**config.mk**
```make
export PLATFORM = sky130hd
export DESIGN_NAME = decode_control
export DESIGN_NICKNAME = d
export VERILOG_FILES = /design/src/rtl/decode_control.sv
export SDC_FILE = /design/constraint.sdc
export NUM_CORES = 1
export LEC_CHECK = 0
export CORE_UTILIZATION = 36
export DETAILED_ROUTE_END_ITERATION = 10
export HOLD_SLACK_MARGIN = 0.1
export MAX_ROUTING_LAYER = met4
export PLACE_DENSITY = 0.84
export SYNTH_ARGS = -nofsm -noshare
export SYNTH_HDL_FRONTEND = slang
export SYNTH_SLANG_ARGS = --single-unit
```
**constraint.sdc**
```tcl
create_clock -name clock -period 5.82 [get_ports clock]
set_input_delay 1.746 -clock clock [delete_from_list [all_inputs] [get_ports clock]]
set_output_delay 1.746 -clock clock [all_outputs]
set_load 0.005 [all_outputs]
```
**src/rtl/decode_control.sv**
```systemverilog
// decode_control
// RV32I instruction decode and control unit for the single-cycle core.
// It decodes the current instruction into datapath selects, enables, the ALU
// opcode and the sign-extended immediate, and resolves conditional branches
// from the two register read values. A four-state machine clears and then
// loads the register file after reset, and freezes the core on ECALL/EBREAK
// (and, when DECODE_CONTROL_ILLEGAL_HALT_EN is defined, on illegal
// instructions).
//
// Configuration macro: DECODE_CONTROL_ILLEGAL_HALT_EN
//   defined   : unknown opcode/funct combinations halt the core
//   undefined : unknown encodings execute as a NOP (no writes, PC+4)
//
// Ports
//   clock                    rising-edge clock
//   reset_n                  asynchronous active-low reset
//   instruction[31:0]        current instruction word
//   REG_1/REG_2[31:0]        rs1/rs2 read data, used for branch compares
//   RF_SEL_1/_2/_RD[4:0]     rs1, rs2, rd fields
//   RF_WR_EN                 register-file write enable
//   RF_RESET / RF_SET        register-file clear / initial-value load
//   RF_DATA_IN_MUX_SEL[1:0]  0=PC+4, 1=ALU, 2=data memory
//   PC_IN_MUX_SEL            0=PC+4, 1=ALU result
//   ALU_OP_1_MUX_SEL         0=PC, 1=REG_1
//   ALU_OP_2_MUX_SEL         0=REG_2, 1=immediate
//   ALU_OPCODE[3:0]          ALU operation
//   immediate[31:0]          sign-extended immediate
//   DATA_MEMORY_WR_EN        store enable
//   DATA_MEMORY_SIZE_SEL[1:0] 0 byte, 1 half, 2 word
//   DATA_MEMORY_SIGN_EXTEND  1 = sign-extend load data
//   HALTED                   core frozen

module decode_control (
  input  logic        clock,
  input  logic        reset_n,
  input  logic [31:0] instruction,
  input  logic [31:0] REG_1,
  input  logic [31:0] REG_2,
  output logic [4:0]  RF_SEL_1,
  output logic [4:0]  RF_SEL_2,
  output logic [4:0]  RF_SEL_RD,
  output logic        RF_WR_EN,
  output logic        RF_RESET,
  output logic        RF_SET,
  output logic [1:0]  RF_DATA_IN_MUX_SEL,
  output logic        PC_IN_MUX_SEL,
  output logic        ALU_OP_1_MUX_SEL,
  output logic        ALU_OP_2_MUX_SEL,
  output logic [3:0]  ALU_OPCODE,
  output logic [31:0] immediate,
  output logic        DATA_MEMORY_WR_EN,
  output logic [1:0]  DATA_MEMORY_SIZE_SEL,
  output logic        DATA_MEMORY_SIGN_EXTEND,
  output logic        HALTED
);

  typedef enum logic [1:0] {INIT, SETUP, RUN, HALT} state_e;

  localparam logic [6:0] OPC_LOAD   = 7'b0000011;
  localparam logic [6:0] OPC_FENCE  = 7'b0001111;
  localparam logic [6:0] OPC_OP_IMM = 7'b0010011;
  localparam logic [6:0] OPC_AUIPC  = 7'b0010111;
  localparam logic [6:0] OPC_STORE  = 7'b0100011;
  localparam logic [6:0] OPC_OP     = 7'b0110011;
  localparam logic [6:0] OPC_LUI    = 7'b0110111;
  localparam logic [6:0] OPC_BRANCH = 7'b1100011;
  localparam logic [6:0] OPC_JALR   = 7'b1100111;
  localparam logic [6:0] OPC_JAL    = 7'b1101111;
  localparam logic [6:0] OPC_SYSTEM = 7'b1110011;

  localparam logic [3:0] ALU_ADD    = 4'd0;
  localparam logic [3:0] ALU_SUB    = 4'd1;
  localparam logic [3:0] ALU_SLL    = 4'd2;
  localparam logic [3:0] ALU_SLT    = 4'd3;
  localparam logic [3:0] ALU_SLTU   = 4'd4;
  localparam logic [3:0] ALU_XOR    = 4'd5;
  localparam logic [3:0] ALU_SRL    = 4'd6;
  localparam logic [3:0] ALU_SRA    = 4'd7;
  localparam logic [3:0] ALU_OR     = 4'd8;
  localparam logic [3:0] ALU_AND    = 4'd9;
  localparam logic [3:0] ALU_PASS_B = 4'd10;
  localparam logic [3:0] ALU_ADD_C0 = 4'd11;

  state_e state_q, state_d;

  logic [6:0]  opcode;
  logic [2:0]  funct3;
  logic [6:0]  funct7;
  logic [31:0] immI, immS, immB, immU, immJ;

  logic        rfWrReq, pcSel, op1Sel, op2Sel, dmWr, dmSext;
  logic [1:0]  rfDataSel, dmSize;
  logic [3:0]  aluOp;
  logic [31:0] imm;
  logic        illegal, sysHalt, haltReq;

  assign opcode = instruction[6:0];
  assign funct3 = instruction[14:12];
  assign funct7 = instruction[31:25];

  assign RF_SEL_1  = instruction[19:15];
  assign RF_SEL_2  = instruction[24:20];
  assign RF_SEL_RD = instruction[11:7];

  assign immI = {{20{instruction[31]}}, instruction[31:20]};
  assign immS = {{20{instruction[31]}}, instruction[31:25], instruction[11:7]};
  assign immB = {{20{instruction[31]}}, instruction[7], instruction[30:25],
                 instruction[11:8], 1'b0};
  assign immU = {instruction[31:12], 12'd0};
  assign immJ = {{12{instruction[31]}}, instruction[19:12], instruction[20],
                 instruction[30:21], 1'b0};

  // Instruction decode. Each opcode fills in the fields it uses; anything an
  // instruction does not use stays at zero. A malformed funct field raises
  // 'illegal', which collapses the whole decode to a NOP afterwards.
  always_comb begin
    rfWrReq   = 1'b0;
    rfDataSel = 2'd0;
    pcSel     = 1'b0;
    op1Sel    = 1'b0;
    op2Sel    = 1'b0;
    aluOp     = ALU_ADD;
    imm       = 32'd0;
    dmWr      = 1'b0;
    dmSize    = 2'd0;
    dmSext    = 1'b0;
    illegal   = 1'b0;
    sysHalt   = 1'b0;
    case (opcode)
      OPC_OP_IMM: begin
        rfWrReq = 1'b1; rfDataSel = 2'd1; op1Sel = 1'b1; op2Sel = 1'b1;
        // Shift immediates keep the funct7 field in bits [11:5]; the ALU only
        // looks at the low five bits, so the plain I immediate is passed on.
        imm = immI;
        case (funct3)
          3'b000: aluOp = ALU_ADD;
          3'b001: begin aluOp = ALU_SLL; illegal = (funct7 != 7'd0); end
          3'b010: aluOp = ALU_SLT;
          3'b011: aluOp = ALU_SLTU;
          3'b100: aluOp = ALU_XOR;
          3'b101: begin
            aluOp   = funct7[5] ? ALU_SRA : ALU_SRL;
            illegal = ((funct7 & 7'b1011111) != 7'd0);
          end
          3'b110: aluOp = ALU_OR;
          3'b111: aluOp = ALU_AND;
        endcase
      end
      OPC_OP: begin
        rfWrReq = 1'b1; rfDataSel = 2'd1; op1Sel = 1'b1;
        // Only ADD/SUB and SRL/SRA have an alternate encoding with funct7[5].
        illegal = !((funct7 == 7'd0) ||
                    ((funct7 == 7'h20) && ((funct3 == 3'b000) || (funct3 == 3'b101))));
        case (funct3)
          3'b000: aluOp = funct7[5] ? ALU_SUB : ALU_ADD;
          3'b001: aluOp = ALU_SLL;
          3'b010: aluOp = ALU_SLT;
          3'b011: aluOp = ALU_SLTU;
          3'b100: aluOp = ALU_XOR;
          3'b101: aluOp = funct7[5] ? ALU_SRA : ALU_SRL;
          3'b110: aluOp = ALU_OR;
          3'b111: aluOp = ALU_AND;
        endcase
      end
      OPC_LUI: begin
        rfWrReq = 1'b1; rfDataSel = 2'd1; op2Sel = 1'b1; imm = immU;
        aluOp = ALU_PASS_B;
      end
      OPC_AUIPC: begin
        rfWrReq = 1'b1; rfDataSel = 2'd1; op2Sel = 1'b1; imm = immU;
      end
      OPC_JAL: begin
        rfWrReq = 1'b1; pcSel = 1'b1; op2Sel = 1'b1; imm = immJ;
      end
      OPC_JALR: begin
        rfWrReq = 1'b1; pcSel = 1'b1; op1Sel = 1'b1; op2Sel = 1'b1;
        imm = immI; aluOp = ALU_ADD_C0;
        illegal = (funct3 != 3'b000);
      end
      OPC_BRANCH: begin
        // The ALU always forms the target PC+imm; the compare below only
        // decides whether the PC mux takes it.
        op2Sel = 1'b1; imm = immB;
        case (funct3)
          3'b000: pcSel = (REG_1 == REG_2);
          3'b001: pcSel = (REG_1 != REG_2);
          3'b100: pcSel = ($signed(REG_1) <  $signed(REG_2));
          3'b101: pcSel = ($signed(REG_1) >= $signed(REG_2));
          3'b110: pcSel = (REG_1 <  REG_2);
          3'b111: pcSel = (REG_1 >= REG_2);
          default: illegal = 1'b1;
        endcase
      end
      OPC_LOAD: begin
        rfWrReq = 1'b1; rfDataSel = 2'd2; op1Sel = 1'b1; op2Sel = 1'b1;
        imm = immI; dmSize = funct3[1:0]; dmSext = !funct3[2];
        illegal = (funct3[1:0] == 2'b11) || (funct3 == 3'b110);
      end
      OPC_STORE: begin
        dmWr = 1'b1; op1Sel = 1'b1; op2Sel = 1'b1; imm = immS;
        dmSize = funct3[1:0];
        illegal = funct3[2] || (funct3[1:0] == 2'b11);
      end
      OPC_FENCE: ;
      OPC_SYSTEM: begin
        if ((instruction == 32'h0000_0073) || (instruction == 32'h0010_0073))
          sysHalt = 1'b1;
        else
          illegal = 1'b1;
      end
      default: illegal = 1'b1;
    endcase
    if (illegal) begin
      rfWrReq   = 1'b0;
      rfDataSel = 2'd0;
      pcSel     = 1'b0;
      op1Sel    = 1'b0;
      op2Sel    = 1'b0;
      aluOp     = ALU_ADD;
      imm       = 32'd0;
      dmWr      = 1'b0;
      dmSize    = 2'd0;
      dmSext    = 1'b0;
    end
  end

`ifdef DECODE_CONTROL_ILLEGAL_HALT_EN
  assign haltReq = sysHalt || illegal;
`else
  assign haltReq = sysHalt;
`endif

  // Output stage. Only RUN lets the decode through; every other state holds
  // the PC (PC + 0 via the ALU) with all writes off.
  always_comb begin
    HALTED   = (state_q == HALT);
    RF_RESET = (state_q == INIT);
    RF_SET   = (state_q == SETUP);
    if (state_q == RUN) begin
      RF_WR_EN                = rfWrReq && (instruction[11:7] != 5'd0);
      RF_DATA_IN_MUX_SEL      = rfDataSel;
      PC_IN_MUX_SEL           = pcSel;
      ALU_OP_1_MUX_SEL        = op1Sel;
      ALU_OP_2_MUX_SEL        = op2Sel;
      ALU_OPCODE              = aluOp;
      immediate               = imm;
      DATA_MEMORY_WR_EN       = dmWr;
      DATA_MEMORY_SIZE_SEL    = dmSize;
      DATA_MEMORY_SIGN_EXTEND = dmSext;
    end else begin
      RF_WR_EN                = 1'b0;
      RF_DATA_IN_MUX_SEL      = 2'd0;
      PC_IN_MUX_SEL           = 1'b1;
      ALU_OP_1_MUX_SEL        = 1'b0;
      ALU_OP_2_MUX_SEL        = 1'b1;
      ALU_OPCODE              = ALU_ADD;
      immediate               = 32'd0;
      DATA_MEMORY_WR_EN       = 1'b0;
      DATA_MEMORY_SIZE_SEL    = 2'd0;
      DATA_MEMORY_SIGN_EXTEND = 1'b0;
    end
  end

  // Next state: start-up walks INIT -> SETUP -> RUN; HALT is left only by reset.
  always_comb begin
    state_d = state_q;
    case (state_q)
      INIT:  state_d = SETUP;
      SETUP: state_d = RUN;
      RUN:   state_d = haltReq ? HALT : RUN;
      HALT:  state_d = HALT;
    endcase
  end

  // State register with asynchronous return to INIT.
  always_ff @(posedge clock or negedge reset_n) begin
    if (!reset_n) state_q <= INIT;
    else          state_q <= state_d;
  end

endmodule

```
== Word-level counts from Yosys, hierarchy flattened ==
Index checks and enable logic that the tools add are counted.

* Output and inout port bits: 64
* Input bits: 98
* Logic and storage cells: 101
* Flip-flop bits (word level): 2

* Muxes and demuxes: 43
* Reduce and logical (&&, ||, !) cells: 26
* Equal/unequal tests: 27
* $lt $le $gt $ge: 4

{| class="wikitable"
|+ Operators by type and width
! cell !! number
|-
| $pmux 32 s5 || 1
|-
| $ge 32x32->1 || 2
|-
| $lt 32x32->1 || 2
|-
| $mux 32 || 2
|-
| $pmux 4 s8 || 2
|-
| $eq 32x21->1 const B || 1
|-
| $eq 32x32->1 || 1
|-
| $eq 32x7->1 const B || 1
|-
| $ne 32x32->1 || 1
|-
| $eq 7x6->1 const B || 4
|-
| $eq 7x7->1 const B || 4
|-
| $mux 1 || 24
|-
| $pmux 4 s4 || 1
|-
| $eq 7x5->1 const B || 2
|-
| $reduce_bool 7->1 || 2
|-
| $eq 3x3->1 const B || 4
|-
| $mux 2 || 5
|-
| $mux 4 || 2
|-
| $pmux 1 s8 || 1
|-
| $pmux 2 s4 || 1
|-
| $reduce_or 4->1 || 2
|-
| $reduce_or 8->1 || 1
|-
| $eq 7x2->1 const B || 1
|-
| $eq 7x4->1 const B || 1
|-
| 20 further kinds || 32
|}

== Longest topological paths before layout ==
Gate-level depths: netlist of run 1.

* Word-level depth: 9
* Depth in mapped cells: 11
* Mapped depth without buffers: 9

== Least setup slack after synthesis of run 1 ==
No wires, ideal clock.

* Kind: input to output
* From: input REG_2[19]
* To: output PC_IN_MUX_SEL
* Buffers on the path: 0
* Cell stages on the path: 9
* Required time: 4.074 ns
* Arrival: 3.698 ns
* Slack: 0.376 ns
* Path through: inv_1 -> ha_1 -> a21oi_2 -> o21ai_1 -> a221o_1 -> a2111oi_4 -> a21oi_1 -> o41a_1 -> o31ai_2

* Longest elaborated chain between the ends: 5
* Elaborated cells between the ends (all ways): 10
* Those cells by class: order compare (4); eq/ne (2); mux (4)

{| class="wikitable"
|+ RTL lines
! item !! line !! source
|-
| from (decl) || 38 || <nowiki>input logic [31:0] REG_2,</nowiki>
|-
| $ge 32x32->1 (tied with other cells) || 190 || <nowiki>3'b111: pcSel = (REG_1 >= REG_2);</nowiki>
|-
| $pmux 1 s6 (*) || 184 || <nowiki>case (funct3)</nowiki>
|-
| $pmux 1 s2 (*) || 129 || <nowiki>case (opcode)</nowiki>
|-
| $mux 1 (*) || 213 || <nowiki>if (illegal) begin</nowiki>
|-
| $mux 1 (*) || 239 || <nowiki>if (state_q == RUN) begin</nowiki>
|-
| to (decl) || 46 || <nowiki>output logic PC_IN_MUX_SEL,</nowiki>
|}

Mark *: on every way between the ends. The rest lies on a longest branch, timed or not.

== Worst setup path in the final report of run 1 ==
* From: input REG_1[26]
* To: output PC_IN_MUX_SEL

* Longest elaborated chain between the ends: 5
* Elaborated cells between the ends (all ways): 10
* Those cells by class: order compare (4); eq/ne (2); mux (4)

{| class="wikitable"
|+ RTL lines
! item !! line !! source
|-
| from (decl) || 37 || <nowiki>input logic [31:0] REG_1,</nowiki>
|-
| $ge 32x32->1 (tied with other cells) || 190 ||
|-
| $pmux 1 s6 (*) || 184 ||
|-
| $pmux 1 s2 (*) || 129 ||
|-
| $mux 1 (*) || 213 ||
|-
| $mux 1 (*) || 239 ||
|}

Marked as above.

==> results of run 1 <==
[synth_stat cells (4+ instances only)]
cell type	number	area [um2]
o21ai_0	8	40.0
nand4_1	6	37.5
buf_4	17	128
inv_1	37	139
nor4_1	7	43.8
ha_1	32	400
a21oi_1	29	145
nor2b_1	7	43.8
clkbuf_1	4	15.0
nand3_1	6	30.0
nor2_1	31	116
nor3_1	6	30.0
nand2_1	43	161
a22oi_1	5	37.5
and2_1	8	50.1
buf_6	4	45.0
a21oi_2	13	114
[power groups by stage]
stage / logic [W] / clock network (W) / registers, W
floorplan: 0.0000849 / 0 / 0.0000142
global placement: 0.000196 / 0 / 0.0000142
detailed placement: 0.000203 / 0 / 0.0000142
CTS: 0.000208 / 0.0000589 / 0.0000140
global route: 0.000275 / 0.0000615 / 0.0000140
finish: 0.000260 / 0.0000562 / 0.0000140
[layout by cell type, fill, tap and decap left out, types with 5 or more instances in the layout]
cell type,n
nand2_1,38
clkdlybuf4s50_1,55
nor2_2,6
ha_1,8
inv_2,19
a22oi_1,5
o21ai_0,5
dlymetal6s2s_1,46
a21oi_2,22
a21oi_1,18
clkdlybuf4s15_1,6
nand4_1,6
nand3_1,5
and2_1,8
nor2b_1,7
buf_4,74
dlygate4sd2_1,22
nor2_1,26
ha_4,22
inv_1,18
buf_2,11
nor3_1,6
clkbuf_2,20
[final timing paths]
| check | to | slack (ns) |
|---|---|---|
| worst max-delay path | PC_IN_MUX_SEL | -0.07 |
| worst min-delay path | state_q[1]$_DFF_PN0_ | 0.52 |
| worst max register to register | state_q[0]$_DFF_PN0_ | 4.77 |
| worst min register to register | state_q[1]$_DFF_PN0_ | 0.52 |
| max in group asynchronous | state_q[0]$_DFF_PN0_ | 4.01 |
| min in group asynchronous | state_q[1]$_DFF_PN0_ | 1.69 |
[cell type report]
| type | count | area (um2) |
|---|---|---|
| flip-flops and latches | 2 | 50.0 |
| fillers | 353 | 1120 |
| inverters | 37 | 139 |
| repair buffers | 239 | 2150 |
| multi-input cells | 259 | 2320 |
| well taps | 75 | 93.8 |
| clock buffers | 3 | 41.3 |
[timing repair]
item	in CTS	in global routing
hold buffers	0	0
setup endpoints to repair	46	39
buffers inserted	7	3
cloned	0	0
pin swaps	19	49
gates resized for setup	110	176
[logic make-up (layout without fill, tap and decap cells)]
group / after synthesis / after routing / synth area share
mux: 1 / 1 / 0.00453
fa+ha+maj: 32 / 32 / 0.181
xor+xnor: 1 / 1 / 0.00396
compound gates: 84 / 84 / 0.272
buf+inv: 67 / 279 / 0.174
flops: 2 / 2 / 0.0227
simple gates: 141 / 141 / 0.341
[layer usage]
metal / part of all wire / global-route usage / wire length, um
met1: 0.37 / 0.312 / 4220
met2: 0.53 / 0.540 / 6060
met3: 0.062 / 0.0295 / 716
met4: 0.046 / 0.0839 / 536
met5: 0 / - / 0
[metrics by stage]
step | hold slack, ns | area [um2]
after floorplan | 0.474 | 2210
after global placement | 0.497 | 4200
after detailed placement | 0.500 | 4200
after CTS | 0.506 | 4330
after global routing | 0.554 | 4800
final | 0.521 | 4800
==> reports/qor.yml, run 1 <==
status: "finished, violations left"
violations: "setup timing"
slowest_delay_ns: 0.48
hpwlAfterDp_mm: 7.40
critPathSlowestCell: "clkdlybuf4s50_1"
fp.dieH_um: 80.3
cts.clk_slew.worst_paths_ns: 0.03
cts_tree: "built"
clock_sinks: 2
largest_register_ffs: 2
vias: 3424
gp_congestion: 0.942
io_pins: 162
reg_top3: "state_q: 2 flops"
cp-startpoint: "REG_1[26]"
rsz0062_at_grt: "yes"
period_share: 1.01
combPwrFrac: 0.787
die_w_um: 80.3
arrival_ns: 4.14
drt-wirelength-per-cell_um: 18.7
seq_area_frac_synth: 0.0227
drive_above_1_share: 0.409
critPathKind: "primary input to primary output"
first_iter_violations: 223
seqPwrFrac: 0.042
layout_min_cycle_time_ns: 5.89
core_mm2: 0.00592
synth_cell_types: 65
power_leakage_nw: 2.46
syn2layout_area_growth_pct: 117
irDropWorstVdd_mv: 0.134
first_pass_iters: 5
intPower_w: 0.000202
clockBufferDepth: 2
wl_mm: 11.5
syn_nets: 458
ys_ff_latch: 2
min_from: "state_q[0]$_DFF_PN0_"
clkLatencyLatePin_ns: 0.21
async_flop_share: 1.00
path_max_fanout: 3
synth_ff_type: "dfrtp_1"
start_util: 0.373
grt-ovfl-total: 0
worstSetupStartpointType: "primary input"
numPortBuffers: 161
crit_chain: "clkdlybuf4s50_1 > ha_1 > nand4_1 > and4bb_2 > o31a_4 > nor4b_4 > o41a_1 > o31ai_2 > buf_2"
p_total_w: 0.000330
worstMarginPinSlew_ns: 0.593
postSynthAreaPerCell_um2: 6.74
dp_cells: 603
nets: 672
setup_viol: 1
cap_violations: 0
grt_antenna_before_repair: 0
tns_ns: -0.0694
die_area_mm2: 0.00646
hold_class: "register to register"
cpLargestDelayFamily: "compound AO/OA/AOI/OAI gates"
cp.depth: 9
root_buffer: "clkbuf_8"
synthesis.area_mm2: 0.00221
numCtsBuffers: 3
drv_slew: 0
drt.antenna.violating_nets: 0
reg2regPathDepth: 3
final_core_util: 0.810
worstHoldPathCells: 1
cp_num_buf_inv: 2
skew_ns: 0.00269
end_kind: "primary output"
grt_max_degree: 15
clkPwrFrac: 0.170
p_sw_frac: 0.387
fin_cells: 615
cts.htree.levels: 1
hold_viol_final: 0
synth_edf_count: 0
place_ws_ns: -0.727
synthCells: 328
rows: 28
setup_slack_ns: -0.0694
track_usage: 0.286
maxSlewHeadroom: 0.602
yosys_warnings: 0
r2r_start: "state_q[0]$_DFF_PN0_"
powerDensity_mw_per_mm2: 68.8
grt_pass1_wl_mm: 14.2
grt_pass1_vias: 3175
crit_required_ns: 4.07
detail_route.drc_violations: 0
diodes: 0
p_switching_w: 0.000128
vias_per_cell: 5.57
fmax_ghz: 0.170
largest-register: "state_q"
Note: power is estimated with default switching activity, not from simulation.
==> run 2, diff against run 1 <==
--- a/config.mk
+++ b/config.mk
@@ -7,8 +7,8 @@
 export LEC_CHECK = 0
 export CORE_UTILIZATION = 36
 export DETAILED_ROUTE_END_ITERATION = 10
+export GPL_ROUTABILITY_DRIVEN = 0
 export HOLD_SLACK_MARGIN = 0.1
-export MAX_ROUTING_LAYER = met4
 export PLACE_DENSITY = 0.84
 export SYNTH_ARGS = -nofsm -noshare
 export SYNTH_HDL_FRONTEND = slang
==> run 2 against run 1 <==
Compared with the run above: the flow still finishes with violations (setup timing); total power up 0.69%; worst hold slack worse by 0.0039 ns; clock skew is 0.0014 ns lower; combinational power increased by 2%; via count rose by 6.8%; sequential share of layout area about the same.
==> reports/qor.yml, run 2 (synthesis gave the netlist of run 1 again) <==
fp.dieH_um: 80.3  # unchanged
largest_register_ffs: 2  # unchanged
grt-ovfl-total: 0  # unchanged
diodes: 0  # unchanged
fmax_ghz: 0.162  # -4.7%
largest-register: "state_q"
numCtsBuffers: 3  # unchanged
final_core_util: 0.839  # +0.0290
final_cell_mix: "buf_4, dlygate4sd2_1, dlymetal6s2s_1, clkdlybuf4s50_1, nand2_1"
nets: 680  # +1.2%
cts_tree: "built"
grt_pass1_wl_mm: 14.6  # +2.7%
hold_class: "register to register"
syn2layout_area_growth_pct: 125
end_kind: "primary output"
drv_slew: 0  # unchanged
holdWs_ns: 0.517  # -0.00394 ns
path_max_fanout: 7  # +4
numPortBuffers: 161  # unchanged
skew_ns: 0.00128  # -0.00141 ns
irDropWorstVdd_mv: 0.113  # -16%
setup_viol: 11  # +10
arrival_ns: 4.44  # +0.30 ns
slowest_delay_ns: 0.63  # +0.15 ns
layout_commonest_cell: "buf_4"
clkLatencyLatePin_ns: 0.21  # about the same
crit_required_ns: 4.07  # about the same
maxSlewHeadroom: 0.486  # -0.115
grt_antenna_before_repair: 1  # +1
die_w_um: 80.3  # unchanged
fin_cells: 623  # +1.3%
crit_chain: "dlygate4sd2_1 > nor4_2 > buf_4 > nand4_1 > nor3_4 > o31ai_2 > nand4bb_1 > buf_4 > buf_6 > nor3_1 > dlygate4sd2_1"
core_mm2: 0.00592  # unchanged
first_iter_violations: 447  # +100%
cts_hold_buf: 0  # unchanged
layout_min_cycle_time_ns: 6.18  # +0.293 ns
setup_slack_ns: -0.363  # -0.293 ns
drt.antenna.violating_nets: 0  # unchanged
powerDensity_mw_per_mm2: 66.9  # -2.8%
first_pass_iters: 8  # +3
worstSetupStartpointType: "primary input"
dp_cells: 599  # -0.66%
power_leakage_nw: 2.64  # +7.2%
track_usage: 0.286  # about the same
grt_pass1_vias: 3240  # +2.0%
drive_above_1_share: 0.378  # -0.0315
io_pins: 162  # unchanged
hpwlAfterDp_mm: 7.46  # +0.86%
critPathKind: "primary input to primary output"
hold_viol_final: 0  # unchanged
cpLargestDelayFamily: "simple AND/OR/NAND/NOR gates"
wl_mm: 13.1  # +14%
grt_max_degree: 15  # unchanged
violations: "setup timing"
start_util: 0.373  # unchanged
clockBufferDepth: 2  # unchanged
drt-wirelength-per-cell_um: 21.1  # +12%
status: "finished, violations left"
rows: 28  # unchanged
rsz0062_at_grt: "yes"
p_total_w: 0.000333  # +0.69%
vias: 3657  # +6.8%
cp_num_buf_inv: 5  # +3
cts.htree.levels: 1  # unchanged
critPathSlowestCell: "nor3_1"
clock_sinks: 2  # unchanged
reg_top3: "state_q: 2 flops"
root_buffer: "clkbuf_8"
detail_route.drc_violations: 0  # unchanged
tns_ns: -0.819  # -0.750 ns
cts.clk_slew.worst_paths_ns: 0.03  # about the same
vias_per_cell: 5.87  # +5.4%
die_area_mm2: 0.00646  # unchanged
worstMarginPinSlew_ns: 0.765  # +0.171 ns
period_share: 1.06  # +0.0504
cap_violations: 0  # unchanged
run 2: per-layer routing:
layer  GRT usage  vias to the layer above  wire length (um)
met3      0.0307                      114              1150
met1       0.313                     1632              4540
met4       0.118                        2               913
met5           0                        -                13
met2       0.548                      326              6510
li1            -                     1583                 -
run 2: cell type report:
| type | instances | area (um2) |
|---|---|---|
| Tap cell | 75 | 93.8 |
| Sequential cell | 2 | 50.0 |
| Inverter | 37 | 139 |
| Clock buffer | 3 | 41.3 |
| Multi-Input combinational cell | 259 | 2300 |
| Timing Repair Buffer | 247 | 2340 |
| Fill cell | 310 | 952 |
run 2: path summary, 6_finish.rpt:
path	depth (start not counted)	slack, ns	startpoint	endpoint
min in group asynchronous	1	1.70	reset_n	state_q[0]$_DFF_PN0_
max in group asynchronous	1	4.01	reset_n	state_q[1]$_DFF_PN0_
worst min register to register	1	0.52	state_q[0]$_DFF_PN0_	state_q[1]$_DFF_PN0_
worst min-delay path	1	0.52	state_q[0]$_DFF_PN0_	state_q[1]$_DFF_PN0_
worst max-delay path	11	-0.36	instruction[22]	ALU_OPCODE[2]
worst max register to register	3	4.77	state_q[0]$_DFF_PN0_	state_q[0]$_DFF_PN0_
run 2: power breakdown:
| group | total, W | leakage (nW) | internal, W | switching, W |
|---|---|---|---|---|
| combinational | 0.000264 | 2.59 | 0.000143 | 0.000121 |
| clock | 0.0000546 | 0.0216 | 0.0000437 | 0.0000108 |
| sequential | 0.0000140 | 0.0227 | 0.0000140 | 0.000000000000717 |
run 2: stage by stage:
stage	worst slack [ns]	cell area, um2
2_1_floorplan	0.376	2210
3_3_place_gp	-0.648	4170
3_5_place_dp	-0.713	4170
4_1_cts	-0.245	4350
5_1_grt	-0.326	4970
6_report	-0.363	4970
run 2: worst register-to-register path, delay by kind of cell (launching register included):
family / cells / cell delay (ns)
and+or+nand+nor: 2 / 0.40
AOI/OAI and AO/OA: 1 / 0.16
DFF: 1 / 0.38
run 2: timing repair:
action	in CTS	in global routing
pin swaps	18	37
endpoints found under the setup margin	46	19
gates resized for setup	98	136
buffers inserted	14	6
cloned	1	0
endpoints found under the hold margin	0	0
==> run 3, diff against run 2 <==
==> constraint.sdc (replaced) <==
create_clock -name clock -period 5.82 [get_ports clock]
set_input_delay 1.455 -clock clock [delete_from_list [all_inputs] [get_ports clock]]
set_output_delay 1.455 -clock clock [all_outputs]
set_load 0.005 [all_outputs]
==> run 3 against run 2 <==
Compared with the run above: the run now ends clean; critical endpoint is now immediate[11]; critical path depth down 1; routed wire length down 39%; total power down 23%; combinational power down 30%.
==> reports/qor.yml, run 3 (synthesis gave the netlist of run 1 again) <==
status: "complete, no violations"
syn2layout_area_growth_pct: 76.6
powerDensity_mw_per_mm2: 65.4  # -2.3%
clockBufferDepth: 2  # unchanged
power_leakage_nw: 1.61  # -39%
clkPwrFrac: 0.215  # +0.051
grt_pass1_wl_mm: 12.5  # -14%
first_iter_violations: 172  # -62%
rsz0062_at_grt: "no"
setup_viol: 0  # -11
fp.dieH_um: 80.3  # unchanged
start_util: 0.373  # unchanged
cts.htree.levels: 1  # unchanged
die_area_mm2: 0.00646  # unchanged
maxSlewHeadroom: 0.651  # +0.164
hold_viol_final: 0  # unchanged
fin_cells: 562  # -9.8%
grt_antenna_before_repair: 0  # -1
drt.antenna.violating_nets: 0  # unchanged
vias_per_cell: 5.25  # -11%
intPower_w: 0.000169  # -16%
first_pass_iters: 4  # -4
dp_cells: 559  # -6.7%
min_to: "state_q[1]$_DFF_PN0_"
worstMarginPinSlew_ns: 0.520  # -0.244 ns
largest-register: "state_q"
timing.rr.end: "state_q[0]$_DFF_PN0_"
detail_route.drc_violations: 0  # unchanged
reg2regPathDepth: 3  # unchanged
drt-wirelength-per-cell_um: 14.3  # -32%
final_core_util: 0.659  # -0.180
root_buffer: "clkbuf_8"
critPathKind: "primary input to primary output"
cts.clk_slew.worst_paths_ns: 0.03  # about the same
arrival_ns: 4.21  # -0.23 ns
io_pins: 162  # unchanged
die_w_um: 80.3  # unchanged
p_sw_frac: 0.338  # -0.0594
final_cell_mix: "clkdlybuf4s50_1, nand2_1, inv_1, ha_1, nor2_1"
nets: 619  # -9.0%
diodes: 0  # unchanged
path_max_fanout: 12  # +5
core_mm2: 0.00592  # unchanged
end_kind: "primary output"
wl_mm: 8.03  # -39%
grt-ovfl-total: 0  # unchanged
rows: 28  # unchanged
largest_register_ffs: 2  # unchanged
grt_pass1_vias: 2881  # -11%
layout_commonest_cell: "clkdlybuf4s50_1"
rrSetupSlack_ns: 4.76  # about the same
skew_ns: 0.00163  # +0.000347 ns
hold_class: "register to register"
numPortBuffers: 161  # unchanged
drv_slew: 0  # unchanged
hpwlAfterDp_mm: 6.90  # -7.5%
seqPwrFrac: 0.055  # +0.013
reg_top3: "state_q: 2 flops"
track_usage: 0.242  # -0.0445
clock_sinks: 2  # unchanged
irDropWorstVdd_mv: 0.131  # +16%
vias: 2949  # -19%
numCtsBuffers: 3  # unchanged
r2r_start: "state_q[0]$_DFF_PN0_"
layout_min_cycle_time_ns: 5.66  # -0.522 ns
crit_required_ns: 4.37  # +0.30 ns
worstSetupStartpointType: "primary input"
combPwrFrac: 0.730  # -0.064
p_switching_w: 0.0000862  # -35%
grt_max_degree: 15  # unchanged
cts_tree: "built"
min_from: "state_q[0]$_DFF_PN0_"
fmax_ghz: 0.177  # +9.2%
drive_above_1_share: 0.125  # -0.252
clkLatencyLatePin_ns: 0.21  # about the same
period_share: 0.973  # -0.0896
worstHoldPathCells: 1  # unchanged
cap_violations: 0  # unchanged
==> run 3: cell count changes in the layout (fill, tap and decap cells not counted), moves of 8 or more <==
cell and delta:
inv_2 -20, a21oi_1 +8, buf_4 -54, ha_1 +26, ha_4 -24, dlygate4sd2_1 -57, dlymetal6s2s_1 -49, inv_1 +20
clkdlybuf4s50_1 +116
==> run 3: worst max-delay path by stage <==
stage | from | endpoint | slack (ns) | depth (start not counted)
after floorplan | REG_2[19] | PC_IN_MUX_SEL | 0.96 | 9
after global placement | REG_2[19] | PC_IN_MUX_SEL | -0.07 | 11
after detailed placement | REG_2[19] | PC_IN_MUX_SEL | -0.16 | 11
after CTS | instruction[15] | immediate[10] | 0.07 | 10
after global routing | instruction[15] | immediate[24] | 0.05 | 10
final | instruction[2] | immediate[11] | 0.16 | 10
==> run 3: power groups by stage <==
stage               Sequential (W)  Combinational [W]   Clock, W
global placement         0.0000142           0.000179          0
global route             0.0000140           0.000205  0.0000591
CTS                      0.0000140           0.000185  0.0000571
finish                   0.0000140           0.000186  0.0000547
floorplan                0.0000142          0.0000849          0
detailed placement       0.0000142           0.000184          0
==> run 3: routing by layer <==
metal / vias up / routed length (um) / track usage
li1: 1462 / - / -
met1: 1359 / 3330 / 0.283
met2: 112 / 4080 / 0.449
met3: 16 / 469 / 0.0205
met4: 0 / 143 / 0.0893
met5: - / 0 / 0
==> run 3: layout make-up <==
cell class                 count  area [um2]
fill                         500        2020
timing repair buffer         186        1790
multi-input combinational    259        1780
inverter                      37         139
tap                           75        93.8
sequential                     2        50.0
clock buffer                   3        41.3
==> run 3: per-stage QoR <==
step | hold WS (ns) | power (W) | area, um2 | TNS [ns] | setup WS (ns)
after global routing | 0.532 | 0.000278 | 3900 | 0 | 0.0534
final | 0.513 | 0.000255 | 3900 | 0 | 0.159
after floorplan | 0.474 | 0.0000991 | 2210 | 0 | 0.958
after detailed placement | 0.508 | 0.000199 | 3860 | -0.161 | -0.161
after CTS | 0.520 | 0.000257 | 3900 | 0 | 0.0711
after global placement | 0.500 | 0.000193 | 3860 | -0.0708 | -0.0708
==> run 3: timing repair <==
| item | CTS | global route |
|---|---|---|
| resized for setup | 1 | 4 |
| endpoints found under the hold margin | 0 | 0 |
| pin swaps | 0 | 1 |
| endpoints found under the setup margin | 1 | 34 |
| hold buffers | 0 | 0 |
| setup buffers | 0 | 0 |
==> run 3: worst max-delay path, cell delays in order <==
cell,delay [ns]
clkdlybuf4s50_1,0.52
nand4bb_1,0.28
nor2_1,0.33
nand2_1,0.21
nand2_1,0.19
nor3_1,0.09
or2_1,0.23
buf_4,0.18
a31oi_1,0.17
clkdlybuf4s50_1,0.54
